**config.mk**
```make
export PLATFORM = sky130hd
export DESIGN_NAME = apb_bridge_nslv
export DESIGN_NICKNAME = d
export VERILOG_FILES = /design/src/rtl/apb_bridge_pkg.sv /design/src/rtl/apb_addr_decoder.sv /design/src/rtl/apb_bridge_nslv.sv
export SDC_FILE = /design/constraint.sdc
export NUM_CORES = 1
export LEC_CHECK = 0
export BUFFER_PORTS_ARGS = -buffer_cell sky130_fd_sc_hd__clkbuf_2
export CAP_MARGIN = 20
export CELL_PAD_IN_SITES_DETAIL_PLACEMENT = 0
export CELL_PAD_IN_SITES_GLOBAL_PLACEMENT = 1
export CORE_UTILIZATION = 35
export CTS_BUF_LIST = sky130_fd_sc_hd__clkbuf_16
export CTS_CLUSTER_SIZE = 16
export DETAILED_ROUTE_END_ITERATION = 8
export PLACE_DENSITY = 0.87
export SYNTH_ARGS = -nofsm -noshare
export SYNTH_HDL_FRONTEND = slang
export SYNTH_SLANG_ARGS = --single-unit
```
**constraint.sdc**
```tcl
create_clock -name PCLK -period 8.6 [get_ports PCLK]
set_input_delay 2.58 -clock PCLK [delete_from_list [all_inputs] [get_ports PCLK]]
set_output_delay 2.58 -clock PCLK [all_outputs]
set_load 0.005 [all_outputs]
```
**src/rtl/apb_bridge_pkg.sv**
```systemverilog
// Shared types and helpers for the APB master bridge: FSM states, response codes
// and the slave-index width function.
package apb_bridge_pkg;

  typedef enum logic [1:0] {
    StIdle,
    StSetup,
    StAccess
  } state_e;

  // Response classification; anything but RspOk is reported as rsp_err.
  typedef enum logic [1:0] {
    RspOk,
    RspSlvErr,
    RspDecErr,
    RspTimeout
  } rsp_code_e;

  // Width of the slave-index field, never less than one bit.
  function automatic int unsigned sel_w(input int unsigned num_slv);
    return (num_slv > 1) ? $clog2(num_slv) : 1;
  endfunction

endpackage

```
**src/rtl/apb_addr_decoder.sv**
```systemverilog
// Combinational slave decoder: extracts the slave index from the byte address,
// produces the one-hot select and flags indices with no slave behind them.
module apb_addr_decoder
  import apb_bridge_pkg::*;
#(
  parameter int unsigned ADDR_W      = 32,
  parameter int unsigned NUM_SLV     = 4,
  parameter int unsigned SLV_SEL_LSB = 28,
  parameter int unsigned SEL_W       = sel_w(NUM_SLV)
) (
  input  logic [ADDR_W-1:0]  addr_i,
  output logic [SEL_W-1:0]   idx_o,
  output logic [NUM_SLV-1:0] sel_o,
  output logic               decode_err_o
);

  localparam logic [SEL_W:0] NumSlvL = NUM_SLV[SEL_W:0];

  // Only the index field matters; the rest of the address is routed to PADDR elsewhere.
  logic unused_addr;
  assign unused_addr = ^addr_i;

  // Index extraction, range check and one-hot expansion.
  always_comb begin
    idx_o        = addr_i[SLV_SEL_LSB +: SEL_W];
    decode_err_o = ({1'b0, idx_o} >= NumSlvL);
    sel_o        = decode_err_o ? '0 : (NUM_SLV'(1) << idx_o);
  end

endmodule

```
**src/rtl/apb_bridge_nslv.sv**
```systemverilog
// APB3 master bridge: turns valid/ready commands into APB transfers to NUM_SLV
// slaves with address decode, wait states and PSLVERR propagation.
// Optional stuck-slave timeout enabled by defining APB_BRIDGE_TIMEOUT_EN.
module apb_bridge_nslv
  import apb_bridge_pkg::*;
#(
  parameter int unsigned ADDR_W      = 32,
  parameter int unsigned DATA_W      = 32,
  parameter int unsigned NUM_SLV     = 4,
  parameter int unsigned SLV_SEL_LSB = 28,
  parameter int unsigned TIMEOUT_CYC = 16
) (
  input  logic                      PCLK,
  input  logic                      PRESET,
  input  logic                      cmd_valid,
  output logic                      cmd_ready,
  input  logic                      cmd_write,
  input  logic [ADDR_W-1:0]         cmd_addr,
  input  logic [DATA_W-1:0]         cmd_wdata,
  output logic                      rsp_valid,
  output logic [DATA_W-1:0]         rsp_rdata,
  output logic                      rsp_err,
  output logic [ADDR_W-1:0]         PADDR,
  output logic [NUM_SLV-1:0]        PSEL,
  output logic                      PENABLE,
  output logic                      PWRITE,
  output logic [DATA_W-1:0]         PWDATA,
  input  logic [NUM_SLV*DATA_W-1:0] PRDATA,
  input  logic [NUM_SLV-1:0]        PREADY,
  input  logic [NUM_SLV-1:0]        PSLVERR
);

  localparam int unsigned SelW = sel_w(NUM_SLV);

  state_e              state_q, state_d;
  logic [SelW-1:0]     idx_q, idx_d;
  logic [NUM_SLV-1:0]  sel_q, sel_d;
  logic [ADDR_W-1:0]   paddr_q, paddr_d;
  logic                pwrite_q, pwrite_d;
  logic [DATA_W-1:0]   pwdata_q, pwdata_d;
  logic                rsp_valid_q, rsp_valid_d;
  rsp_code_e           rsp_code_q, rsp_code_d;
  logic [DATA_W-1:0]   rsp_rdata_q, rsp_rdata_d;

  logic [SelW-1:0]     dec_idx;
  logic [NUM_SLV-1:0]  dec_sel;
  logic                dec_err;
  logic [DATA_W-1:0]   prdata_slv [NUM_SLV];
  logic                pready_sel, pslverr_sel;

`ifdef APB_BRIDGE_TIMEOUT_EN
  localparam int unsigned CntW = $clog2(TIMEOUT_CYC + 1);
  logic [CntW-1:0] cnt_q, cnt_d;
`else
  logic [31:0] unused_timeout_cyc;
  assign unused_timeout_cyc = 32'(TIMEOUT_CYC);
`endif

  apb_addr_decoder #(
    .ADDR_W      (ADDR_W),
    .NUM_SLV     (NUM_SLV),
    .SLV_SEL_LSB (SLV_SEL_LSB),
    .SEL_W       (SelW)
  ) u_dec (
    .addr_i       (cmd_addr),
    .idx_o        (dec_idx),
    .sel_o        (dec_sel),
    .decode_err_o (dec_err)
  );

  for (genvar i = 0; i < NUM_SLV; i++) begin : g_prdata
    assign prdata_slv[i] = PRDATA[i*DATA_W +: DATA_W];
  end

  // Only the selected slave's handshake is observed.
  assign pready_sel  = PREADY[idx_q];
  assign pslverr_sel = PSLVERR[idx_q];

  // Bus and handshake outputs decoded from state; reset clears them without a clock.
  always_comb begin
    cmd_ready = (state_q == StIdle);
    PSEL      = (state_q == StIdle) ? '0 : sel_q;
    PENABLE   = (state_q == StAccess);
    PADDR     = paddr_q;
    PWRITE    = pwrite_q;
    PWDATA    = pwdata_q;
    rsp_valid = rsp_valid_q;
    rsp_err   = (rsp_code_q != RspOk);
    rsp_rdata = rsp_rdata_q;
  end

  // Next-state logic for the transfer FSM, command capture and response.
  always_comb begin
    state_d     = state_q;
    idx_d       = idx_q;
    sel_d       = sel_q;
    paddr_d     = paddr_q;
    pwrite_d    = pwrite_q;
    pwdata_d    = pwdata_q;
    rsp_valid_d = 1'b0;
    rsp_code_d  = rsp_code_q;
    rsp_rdata_d = rsp_rdata_q;
`ifdef APB_BRIDGE_TIMEOUT_EN
    cnt_d       = cnt_q;
`endif
    case (state_q)
      StIdle: begin
        if (cmd_valid) begin
          if (dec_err) begin
            // No bus activity; answer straight away.
            rsp_valid_d = 1'b1;
            rsp_code_d  = RspDecErr;
            rsp_rdata_d = '0;
          end else begin
            state_d  = StSetup;
            idx_d    = dec_idx;
            sel_d    = dec_sel;
            paddr_d  = cmd_addr;
            pwrite_d = cmd_write;
            pwdata_d = cmd_write ? cmd_wdata : '0;
`ifdef APB_BRIDGE_TIMEOUT_EN
            cnt_d    = '0;
`endif
          end
        end
      end
      StSetup: state_d = StAccess;
      StAccess: begin
        if (pready_sel) begin
          state_d     = StIdle;
          rsp_valid_d = 1'b1;
          rsp_code_d  = pslverr_sel ? RspSlvErr : RspOk;
          rsp_rdata_d = (!pwrite_q && !pslverr_sel) ? prdata_slv[idx_q] : '0;
`ifdef APB_BRIDGE_TIMEOUT_EN
        end else if (cnt_q == CntW'(TIMEOUT_CYC - 1)) begin
          // This stalled cycle brings the count to the limit: abandon the transfer.
          state_d     = StIdle;
          rsp_valid_d = 1'b1;
          rsp_code_d  = RspTimeout;
          rsp_rdata_d = '0;
        end else begin
          cnt_d = cnt_q + 1'b1;
`endif
        end
      end
      default: state_d = StIdle;
    endcase
  end

  // State and datapath registers with asynchronous reset.
  always_ff @(posedge PCLK or posedge PRESET) begin
    if (PRESET) begin
      state_q     <= StIdle;
      idx_q       <= '0;
      sel_q       <= '0;
      paddr_q     <= '0;
      pwrite_q    <= 1'b0;
      pwdata_q    <= '0;
      rsp_valid_q <= 1'b0;
      rsp_code_q  <= RspOk;
      rsp_rdata_q <= '0;
`ifdef APB_BRIDGE_TIMEOUT_EN
      cnt_q       <= '0;
`endif
    end else begin
      state_q     <= state_d;
      idx_q       <= idx_d;
      sel_q       <= sel_d;
      paddr_q     <= paddr_d;
      pwrite_q    <= pwrite_d;
      pwdata_q    <= pwdata_d;
      rsp_valid_q <= rsp_valid_d;
      rsp_code_q  <= rsp_code_d;
      rsp_rdata_q <= rsp_rdata_d;
`ifdef APB_BRIDGE_TIMEOUT_EN
      cnt_q       <= cnt_d;
`endif
    end
  end

endmodule
```
Word-level counts from Yosys, hierarchy flattened
Index checks and enable logic that the tools add are counted.

Divide/modulo/power cells: 0. $add $sub $neg: 0. Magnitude comparators: 2. Shift operators: 1. Equality and inequality tests: 4. Reduce and logical (&&, ||, !) cells: 8. Multiplexer cells: 16. Bitwise logic cells: 1. $mul: 0.

Operators by type and width (number): 32-bit 2-to-1 mux (4); 32-bit binary-select mux with 2-bit select (1); 2-bit case mux with 3 select lines (1); 2-bit AND reduction (3); 1-bit 2-to-1 mux (5); 1-bit binary-select mux with 2-bit select (2); 2-bit 2-to-1 mux (2); 4-bit 2-to-1 mux (1); 1-bit by 2-bit << shifter with 4-bit output (first input constant) (1); 3-bit >= comparator (second input constant) (1); 2-bit by 3-bit < comparator with 1-bit output (second input constant) (1); 2-bit inverter with 3-bit output (1); 2-bit by 1-bit equality test with 1-bit output (second input constant) (1); 2-bit equality test (second input constant) (1); 1-bit zero test (2); 2-bit zero test (1); 2-bit by 1-bit inequality test with 1-bit output (second input constant) (1); 2-bit inequality test (second input constant) (1); 2-bit nonzero test (1); 1-bit logical AND (1).

Latch bits: 0. Memory bits (read-only): 0. Bits of input ports: 204. Memories: 0. Word-level logic and storage cells: 41. Bits in writable memories: 0. Bits in registers: 108.

Logic depth before layout (Yosys ltp)
Gate-level depths: netlist of the first run.

Word-level depth: 5. Mapped depth: 6. Mapped depth without buffers: 3.

By module
A second synthesis of the first run with hierarchy kept.

Cells, all modules: 406. Area, all modules: 5237.5 um^2.

Modules (own cells, without submodules): apb_bridge_nslv (times used 1, seq. area each 2702.6 um^2, area each 5185.0 um^2, cells each 398); apb_addr_decoder (times used 1, seq. area each 0.0 um^2, area each 52.6 um^2, cells each 8).

Worst setup path before layout of the first run
No wires, ideal clock.

Path kind: input-to-reg. Start point: input PREADY[3]. End point: register rsp_code_q[0]. Data required time: 8.475 ns. Setup slack: 4.805 ns. Library setup time: 0.125 ns. Stages on the path: 4. Buffers on the path: 1. Arrival: 3.670 ns. Path through: mux4_2 -> and2_4 -> buf_6 -> mux2_4.

Cells in the longest elaborated chain, start to end: 3.

Ends and longest elaborated chain: from (decl) (RTL line apb_bridge_nslv.sv:29) `input logic [NUM_SLV-1:0] PREADY,`; 1-bit binary-select mux with 2-bit select (RTL line apb_bridge_nslv.sv:76) `assign pready_sel = PREADY[idx_q];`; 1-bit 2-to-1 mux (not written as such) (RTL line apb_bridge_nslv.sv:76); 2-bit AND reduction (no source line); to (signal assigned) (RTL line apb_bridge_nslv.sv:160) `rsp_code_q <= RspOk;`; to (signal assigned) (RTL line apb_bridge_nslv.sv:173) `rsp_code_q <= rsp_code_d;`; to (decl) (RTL line apb_bridge_nslv.sv:42) `rsp_code_e rsp_code_q, rsp_code_d;`.

No other way between the ends. The select of a mux whose other input is x is not followed. A chain may end at the register's enable or synchronous reset.

Worst setup path in the final report of the first run
Start point: register state_q[1]. End point: output PENABLE.

Cells in the longest elaborated chain, start to end: 1.

Ends and longest elaborated chain: from (decl) (RTL line apb_bridge_nslv.sv:35) `state_e state_q, state_d;`; from (signal assigned) (RTL line apb_bridge_nslv.sv:153) `state_q <= StIdle;`; from (signal assigned) (RTL line apb_bridge_nslv.sv:166) `state_q <= state_d;`; 2-bit equality test (RTL line apb_bridge_nslv.sv:83) `PENABLE = (state_q == StAccess);`; to (decl) (RTL line apb_bridge_nslv.sv:25) `output logic PENABLE,`.

No other way between the ends.

==> impl_metrics.py, run 1 <==
metrics = {
    "outcome": {
        "status": "completed",
    },
    "sta": {
        "relSlewSlack_pct": 44.0,
        "setup_viol": 0,
        "hold_violations": 0,
        "finClkSkew_ps": 3.85,
        "worst_slack_ps": 4600,
        "worst_pin_slew_ps": 841,
        "layout_worst_path_cycle_share_pct": 46.5,
        "drv_slew": 0,
        "rsz0062_at_grt": "no",
        "finalCriticalPeriod_ps": 4000,
        "tns_ps": 0,
        "max_freq_mhz": 250,
    },
    "pwr": {
        "power.total_mw": 2.11,
        "ir_drop_mv": 0.122,
        "p_leak_nw": 3.59,
        "cellPowerDensity_nw_per_um2": 303,
    },
    "clock_tree": {
        "post_cts_buffers": 0,
        "hold_buffers": 0,
        "cts_buffer_depth": 2,
        "clk_latency_ps": 340,
        "cts_root_buffer": "clkbuf_16",
        "cts_resized": 0,
        "cts_sinks": 105,
        "htree_num_levels": 3,
        "cts_made_buffers": 9,
        "cts_tree": "done",
        "clkTransAtPathRegs_ps": 60,
    },
    "hold_path": {
        "hold_path.class": "register to register",
    },
    "global_route": {
        "grt_pass1_wl_um": 22100,
        "antenna_found_initial": 0,
        "grt_max_degree": 96,
        "grt_usage_pct": 19.8,
        "first_global_vias": 4324,
        "grt.overflow.total": 0,
    },
    "yosys": {
        "yosys.area_share.adder_pct": 0,
        "synthFlopType": "dfrtp_1",
        "yosysWarnings": 0,
        "synthSimpleGateAreaFrac_pct": 6.70,
        "yosys-mux-area-fraction_pct": 23.2,
        "synth_edf_count": 0,
        "synth_top_family_by_area": "multiplexers",
        "synth.most_common_cell": "dfrtp_1",
        "yosys-top-cells-area": "dfrtp_1, mux4_2, mux2_2",
        "syn_area_per_cell_um2": 12.7,
        "ys_ff_latch": 105,
        "synthTopCellsByCount": "dfrtp_1, nand2_1, o21ai_0",
        "synth_compound_area_share_pct": 14.1,
        "synth-async-reset-ratio_pct": 100,
        "netlist_instances": 398,
        "ys_seq_area_share_pct": 52.1,
        "synth_nets": 602,
        "yosys.area.top_type_share_pct": 52.1,
        "synth_cell_types": 21,
        "synth_top_cell_by_area": "dfrtp_1",
        "post_synth_xor_area_fraction_pct": 0,
        "synth_area_um2": 5040,
    },
    "drt": {
        "viasPerCell": 5.03,
        "firstDrtPassIters": 4,
        "drtIter0Drc": 234,
        "ant_nets": 0,
        "routed_wl_um": 14900,
        "drc": 0,
        "vias": 4382,
        "wire_per_inst_um": 17.1,
    },
    "floorplanning": {
        "io_pins": 309,
        "die-area_um2": 14900,
        "core_area_um2": 14000,
        "placementRows": 43,
        "die_w_um": 122,
        "die_h_um": 122,
        "start_util_pct": 36.0,
    },
    "critical_path": {
        "path_cells": "nor2b_2 > buf_8 > clkbuf_2",
        "reg2reg_slack_ps": 5960,
        "worstSetupStartpointType": "register",
        "worstPathArrival_ps": 1420,
        "crit_fanout": 30,
        "critPathKind": "register to output port",
        "crit_path_top_delay_cell": "dfrtp_1",
        "crit_required_ps": 6020,
        "slowest_delay_ps": 390,
        "cp-end-kind": "output port",
    },
    "finish": {
        "layout-drive-gt1-share_pct": 58.2,
        "fin_util_pct": 49.9,
        "regArea_um2": 2630,
        "fillCellCount": 1310,
        "multi_input_area_um2": 2230,
        "diodes": 0,
        "nets": 890,
        "syn2layout_area_growth_pct": 38.6,
    },
    "place": {
        "gp_congestion": 0.836,
        "io_buffer_count": 308,
        "pre_cts_slack_ps": 4320,
        "detailed_place_hpwl_um": 11500,
    },
    "run": {
        "cap_violations": 0,
    },
}
sequential cells by signal, summed over array words and instances (netlist names):
name        flops
rsp_rdata      32
sel_q           4
state_q         2
PWDATA         32
rsp_valid       1
rsp_code_q      1
PADDR          31
idx_q           1
PWRITE          1
power by group:
part           internal, mW  switching, mW  leakage, nW  total (mW)
clock network         0.221          0.169        0.150       0.390
logic                 0.480          0.455         2.10       0.935
registers             0.681          0.107         1.34       0.789
total                  1.38          0.731         3.59        2.11
cells by family after synthesis:
kind of cell / after synthesis
AOI/OAI and AO/OA: 101
and+or+nand+nor: 82
DFF: 105
buffers and inverters: 39
muxes: 71
final cells by class:
| class | instances | share of cell area (%) |
|---|---|---|
| sequential | 105 | 37.6 |
| tap | 180 | 3.22 |
| multi-input combinational | 254 | 31.9 |
| clock inverter | 7 | 0.788 |
| clock buffer | 9 | 3.22 |
| timing repair buffer | 314 | 23.1 |
| inverter | 2 | 0.143 |
worst max-delay path, delay by kind of cell (launching register included):
kind / cells / cell delay (ps)
buffers and inverters: 2 / 370
DFF: 1 / 390
and+or+nand+nor: 1 / 300
placed cells by master, fill, tap and decap left out, drive strengths merged:
master / instances
or3b: 1
mux4: 33
a22o: 1
a31o: 32
dfrtp: 105
nor2: 3
nor2b: 6
buf: 6
mux2: 35
and2: 1
nand2: 69
nand2b: 2
clkbuf: 317
inv: 5
bufinv: 1
o31ai: 1
a21boi: 32
o21ai: 35
clkinv: 3
mux2i: 3
per-layer routing:
metal | global-route usage [%] | share of wire [%]
met4 | 8.26 | 2.5
met5 | 0 | 0
met3 | 4.49 | 7.0
met2 | 35.9 | 53
met1 | 22.1 | 37
metrics by stage:
| stage | std cells | instance area, µm² | hold WS [ps] |
|---|---|---|---|
| 2_1_floorplan | 398 | 5040 | 441 |
| 3_3_place_gp | 853 | 6660 | 463 |
| 3_5_place_dp | 853 | 6660 | 467 |
| 4_1_cts | 869 | 6940 | 481 |
| 5_1_grt | 871 | 6980 | 512 |
| 6_report | 871 | 6980 | 477 |
path summary, 6_finish.rpt:
kind	from	end	cells after the start
max	state_q[1]$_DFFE_PP0P_	PENABLE	3
min	sel_q[0]$_DFFE_PP0P_	sel_q[0]$_DFFE_PP0P_	2
max reg2reg	idx_q[0]$_DFFE_PP0P_	rsp_code_q[0]$_DFFE_PP0P_	4
min reg2reg	sel_q[0]$_DFFE_PP0P_	sel_q[0]$_DFFE_PP0P_	2
max in group asynchronous	PRESET	idx_q[0]$_DFFE_PP0P_	3
min in group asynchronous	PRESET	PADDR[15]$_DFFE_PP0P_	2
(Power assumes the default switching activity.)
==> run 2: changes to the inputs <==
ABC_AREA = 1   (was default)
CORE_UTILIZATION = 27   (was 35)
PLACE_DENSITY = 0.78   (was 0.87)
clock period = 3.4 ns   (was 8.6 ns; I/O delays follow)
==> run 2 against run 1 <==
Net effect: critical path depth is 1 higher; sequential cell count unchanged; critical endpoint is now PSEL[2]; sequential share of layout area fell by 1.3 points; sequential power increased to 2.7 times the previous value; clock-buffer cell count unchanged; worst hold slack worse by 3.2 ps; via count rose by 25%; core utilization shrank 12 points; combinational power grew to 2.8 times the previous value.
==> impl_metrics.py, run 2 <==
metrics = {
    "pwr": {
        "ir_drop_mv": 0.448,
        "power.total_mw": 5.74,
        "cellPowerDensity_nw_per_um2": 793,
        "p_leak_nw": 4.26,
    },
    "clock_tree": {
        "cts_resized": 0,
        "htree_num_levels": 3,
        "cts_tree": "done",
        "cts_root_buffer": "clkbuf_16",
        "hold_buffers": 0,
        "clkTransAtPathRegs_ps": 80,
        "cts_made_buffers": 9,
        "clk_latency_ps": 350,
        "post_cts_buffers": 0,
        "cts_sinks": 105,
        "cts_buffer_depth": 2,
    },
    "yosys": {
        "yosysWarnings": 0,
        "synth-async-reset-ratio_pct": 100,
        "synth_top_cell_by_area": "dfrtp_1",
        "synthFlopType": "dfrtp_1",
        "synth_area_um2": 5240,
        "netlist_instances": 717,
        "synth_nets": 921,
        "synthSimpleGateAreaFrac_pct": 36.2,
        "synth_cell_types": 20,
        "yosys-mux-area-fraction_pct": 0,
        "post_synth_xor_area_fraction_pct": 0,
        "synth_compound_area_share_pct": 6.92,
        "yosys.area_share.adder_pct": 0,
        "ys_ff_latch": 105,
        "synth_edf_count": 0,
        "synthTopCellsByCount": "nand2_1, nor2_1, dfrtp_1",
        "yosys.area.top_type_share_pct": 50.1,
        "yosys-top-cells-area": "dfrtp_1, nand2_1, nor2_1",
        "synth_top_family_by_area": "simple AND/OR/NAND/NOR gates",
        "syn_area_per_cell_um2": 7.31,
        "ys_seq_area_share_pct": 50.1,
        "synth.most_common_cell": "nand2_1",
    },
    "finish": {
        "nets": 1202,
        "syn2layout_area_growth_pct": 38.2,
        "fillCellCount": 2064,
        "final_cell_mix": "clkbuf_2, nand2_1, nor2_1",
        "diodes": 0,
        "final_common_cell": "clkbuf_2",
        "fin_area_um2": 7240,
        "layout-drive-gt1-share_pct": 34.4,
    },
    "place": {
        "dpl_cell_area_um2": 6930,
        "gp_congestion": 0.767,
        "detailed_place_hpwl_um": 12500,
        "io_buffer_count": 308,
        "pre_cts_slack_ps": 948,
    },
    "drt": {
        "firstDrtPassIters": 4,
        "viasPerCell": 4.32,
        "drtIter0Drc": 210,
        "vias": 5457,
        "drc": 0,
        "ant_nets": 0,
        "routed_wl_um": 17300,
        "wire_per_inst_um": 13.7,
    },
    "floorplanning": {
        "die-area_um2": 20000,
        "placementRows": 50,
        "die_h_um": 141,
        "io_pins": 309,
        "core_area_um2": 18900,
        "start_util_pct": 27.7,
        "die_w_um": 141,
    },
    "global_route": {
        "first_global_vias": 5125,
        "grt_pass1_wl_um": 26800,
        "grt_usage_pct": 17.2,
        "grt_max_degree": 75,
        "grt.overflow.total": 0,
        "antenna_found_initial": 0,
    },
    "sta": {
        "worst_slack_ps": 906,
        "layout_worst_path_cycle_share_pct": 73.3,
        "rsz0062_at_grt": "no",
        "drv_slew": 0,
        "hold_violations": 0,
        "relSlewSlack_pct": 50.8,
        "finClkSkew_ps": 11.8,
        "max_freq_mhz": 401,
        "worst_pin_slew_ps": 738,
        "setup_viol": 0,
        "tns_ps": 0,
        "finalCriticalPeriod_ps": 2490,
    },
    "critical_path": {
        "cp-end-kind": "output port",
        "worstPathArrival_ps": 1470,
        "crit_fanout": 5,
        "worstSetupStartpointType": "register",
        "critPathKind": "register to output port",
        "crit_required_ps": 2380,
    },
    "run": {
        "cap_violations": 0,
    },
    "outcome": {
        "status": "completed",
    },
    "hold_path": {
        "hold_path.class": "register to register",
    },
}
[run 2: final cells by class]
class                      instances  area, µm²  area share (%)
sequential                       105       2630            36.3
multi-input combinational        547       2260            31.2
timing repair buffer             318       1640            22.7
tap                              260        325            4.49
clock buffer                       9        225            3.11
clock inverter                     7       86.3            1.19
inverter                          17       72.6            1.00
[run 2: where the power goes]
part	switching, mW	total, mW	internal (mW)
Sequential	0.369	2.10	1.73
Combinational	1.58	2.58	0.994
Clock	0.539	1.07	0.527
[run 2: path summary, 6_finish.rpt]
check,endpoint,cells past startpoint,slack (ps),startpoint
max,PSEL[2],4,910,state_q[1]$_DFFE_PP0P_
min,PADDR[9]$_DFFE_PP0P_,2,470,PADDR[9]$_DFFE_PP0P_
max reg2reg,rsp_rdata[6]$_DFFE_PP0P_,8,1090,PADDR[29]$_DFFE_PP0P_
min reg2reg,PADDR[9]$_DFFE_PP0P_,2,470,PADDR[9]$_DFFE_PP0P_
max in group asynchronous,rsp_rdata[11]$_DFFE_PP0P_,3,2260,PRESET
min in group asynchronous,PADDR[29]$_DFFE_PP0P_,3,770,PRESET
[run 2: layer usage]
layer  global-route usage (%)  share of wire [%]  vias up  wire (µm)
met2                     28.2                 47      202       8060
met1                     21.7                 44     2432       7580
li1                         -                  -     2807          -
met3                     4.66                8.1       16       1400
met5                        0                  0        -          0
met4                     6.12                1.6        0        284
[run 2: stage by stage]
step / hold WS [ps] / utilization (%) / cells
detailed placement: 459 / 36.7 / 1247
floorplan: 450 / - / 717
finish: 474 / 38.3 / 1263
CTS: 479 / 38.3 / 1263
global route: 501 / 38.3 / 1263
global placement: 453 / 36.7 / 1247
[run 2: logic make-up (layout without fill, tap and decap cells)]
group	count (synthesis)	in the layout
flops	105	105
simple gates	475	475
buf+inv	65	351
compound gates	72	72
[run 2: worst max-delay path: stages, from the launching register on]
cell and delay (ps):
dfrtp_1 390, or2_2 350, inv_1 170, nor2_1 90
clkbuf_2 130
==> run 3: changes to the inputs <==
clock period = 2.1 ns   (was 3.4 ns; I/O delays follow)
==> run 3 against run 2 <==
Net effect: worst hold slack worse by 140 ps; sequential share of layout area is 0.56 points lower; non-clock buffer count is 13 higher; via count is 1.9% higher; sequential cell count stayed put; die area stayed put; core utilization is 0.60 points higher; first-iteration DRC count is 16% higher; critical path type unchanged; highest routed layer unchanged.
==> impl_metrics.py, run 3 (synthesis results as in run 2) <==
metrics = {
    "outcome": {
        "status": "completed",
    },
    "finish": {
        "final_common_cell": "clkbuf_2",
        "final_cell_mix": "clkbuf_2, nand2_1, nor2_1",
        "layout-drive-gt1-share_pct": 35.2,
        "nets": 1215,
        "syn2layout_area_growth_pct": 40.4,
        "fillCellCount": 2073,
        "diodes": 0,
        "fin_area_um2": 7360,
    },
    "critical_path": {
        "critPathKind": "register to output port",
        "worstSetupStartpointType": "register",
        "cp-end-kind": "output port",
        "r2r_start": "idx_q[0]$_DFFE_PP0P_",
        "crit_fanout": 5,
        "crit_start": "state_q[1]$_DFFE_PP0P_",
        "crit_required_ps": 1470,
        "path_cells": "or2_2 > inv_4 > nor2_1 > clkbuf_2",
        "path_delay_family": "simple AND/OR/NAND/NOR gates",
        "crit_path_top_delay_cell": "dfrtp_1",
        "slowest_delay_ps": 390,
        "worstPathArrival_ps": 1380,
        "crit_buf_inv": 2,
    },
    "sta": {
        "max_freq_mhz": 497,
        "rsz0062_at_grt": "no",
        "hold_violations": 0,
        "finalCriticalPeriod_ps": 2010,
        "tns_ps": 0,
        "layout_worst_path_cycle_share_pct": 95.8,
        "worst_pin_slew_ps": 468,
        "worst_slack_ps": 88.7,
        "fin_hold_ws_ps": 335,
        "finClkSkew_ps": 6.83,
        "relSlewSlack_pct": 68.8,
        "drv_slew": 0,
        "setup_viol": 0,
    },
    "pwr": {
        "p_clk_share_pct": 18.6,
        "internal-power_mw": 5.49,
        "seqPwrFrac_pct": 34.1,
        "cellPowerDensity_nw_per_um2": 1290,
        "power.switching_mw": 4.01,
        "ir_drop_mv": 0.582,
        "p_comb_share_pct": 47.2,
        "power.total_mw": 9.50,
        "sw_frac_of_total_pct": 42.2,
        "p_leak_nw": 4.34,
    },
    "floorplanning": {
        "die_h_um": 141,
        "die-area_um2": 20000,
        "placementRows": 50,
        "start_util_pct": 27.7,
        "core_area_um2": 18900,
        "io_pins": 309,
        "die_w_um": 141,
    },
    "clock_tree": {
        "clkTransAtPathRegs_ps": 80,
        "post_cts_buffers": 0,
        "clk_latency_ps": 350,
        "cts_buffer_depth": 2,
        "htree_num_levels": 3,
        "cts_root_buffer": "clkbuf_16",
        "cts_made_buffers": 9,
        "hold_buffers": 0,
        "cts_tree": "done",
        "cts_sinks": 105,
    },
    "place": {
        "gp_congestion": 0.804,
        "io_buffer_count": 308,
        "dpl_cell_area_um2": 7040,
        "pre_cts_slack_ps": 351,
        "detailed_place_hpwl_um": 13000,
    },
    "global_route": {
        "grt_pass1_wl_um": 27700,
        "grt_max_degree": 75,
        "antenna_found_initial": 0,
        "grt.overflow.total": 0,
        "first_global_vias": 5508,
        "grt_usage_pct": 17.7,
    },
    "drt": {
        "firstDrtPassIters": 4,
        "drc": 0,
        "ant_nets": 0,
        "wire_per_inst_um": 13.6,
        "drtIter0Drc": 243,
        "vias": 5559,
        "routed_wl_um": 17400,
        "viasPerCell": 4.36,
    },
    "run": {
        "cap_violations": 0,
    },
    "hold_path": {
        "hold_path.class": "primary input to asynchronous set/reset pin",
    },
}
[run 3: changes by cell type in the layout (fill, tap and decap cells not counted), sizes merged]
cell	delta
buf	+13
bufinv	+1
inv	+2
clkinv	-3
[run 3: cell type report]
cell class,instances,area (µm²),share of cell area [%]
sequential,105,2630,35.7
multi-input combinational,547,2260,30.8
timing repair buffer,331,1750,23.8
tap,260,325,4.42
clock buffer,9,225,3.06
clock inverter,7,87.6,1.19
inverter,17,75.1,1.02
[run 3: final timing paths]
check                                             to  slack, ps  depth (start not counted)
setup / recovery                             PSEL[3]         90                          4
hold / removal             rsp_rdata[24]$_DFFE_PP0P_        340                          3
setup reg to reg            rsp_rdata[0]$_DFFE_PP0P_        500                          8
hold reg to reg                 PADDR[5]$_DFFE_PP0P_        470                          2
max in group asynchronous      PADDR[14]$_DFFE_PP0P_       1350                          3
min in group PCLK               PADDR[5]$_DFFE_PP0P_        470                          2
[run 3: timing repair]
item	4_1_cts	5_1_grt
cloned	0	0
endpoints found under the setup margin	4	1
resized for setup	1	1
[run 3: power by group through the flow]
stage | clock [mW] | combinational [mW] | sequential (mW)
global placement | 0 | 4.58 | 3.26
CTS | 1.85 | 4.60 | 3.25
global route | 1.93 | 5.17 | 3.35
detailed placement | 0 | 4.60 | 3.26
finish | 1.77 | 4.49 | 3.24
floorplan | 0 | 2.71 | 3.30
[run 3: stage by stage]
step | util (%) | instances
3_3_place_gp | 37.3 | 1260
2_1_floorplan | - | 717
4_1_cts | 38.9 | 1276
3_5_place_dp | 37.3 | 1260
5_1_grt | 38.9 | 1276
6_report | 38.9 | 1276
[run 3: routing by layer]
metal / vias to the layer above / part of all wire [%] / global-route usage [%]
met1: 2490 / 42 / 21.3
met4: 0 / 1.5 / 4.75
met5: - / 0 / 0
met2: 219 / 48 / 30.4
met3: 20 / 8.7 / 5.60
li1: 2830 / - / -
[run 3: worst min-delay path: stages]
cell and delay (ps):
clkbuf_2 100, clkinvlp_4 110, buf_12 210
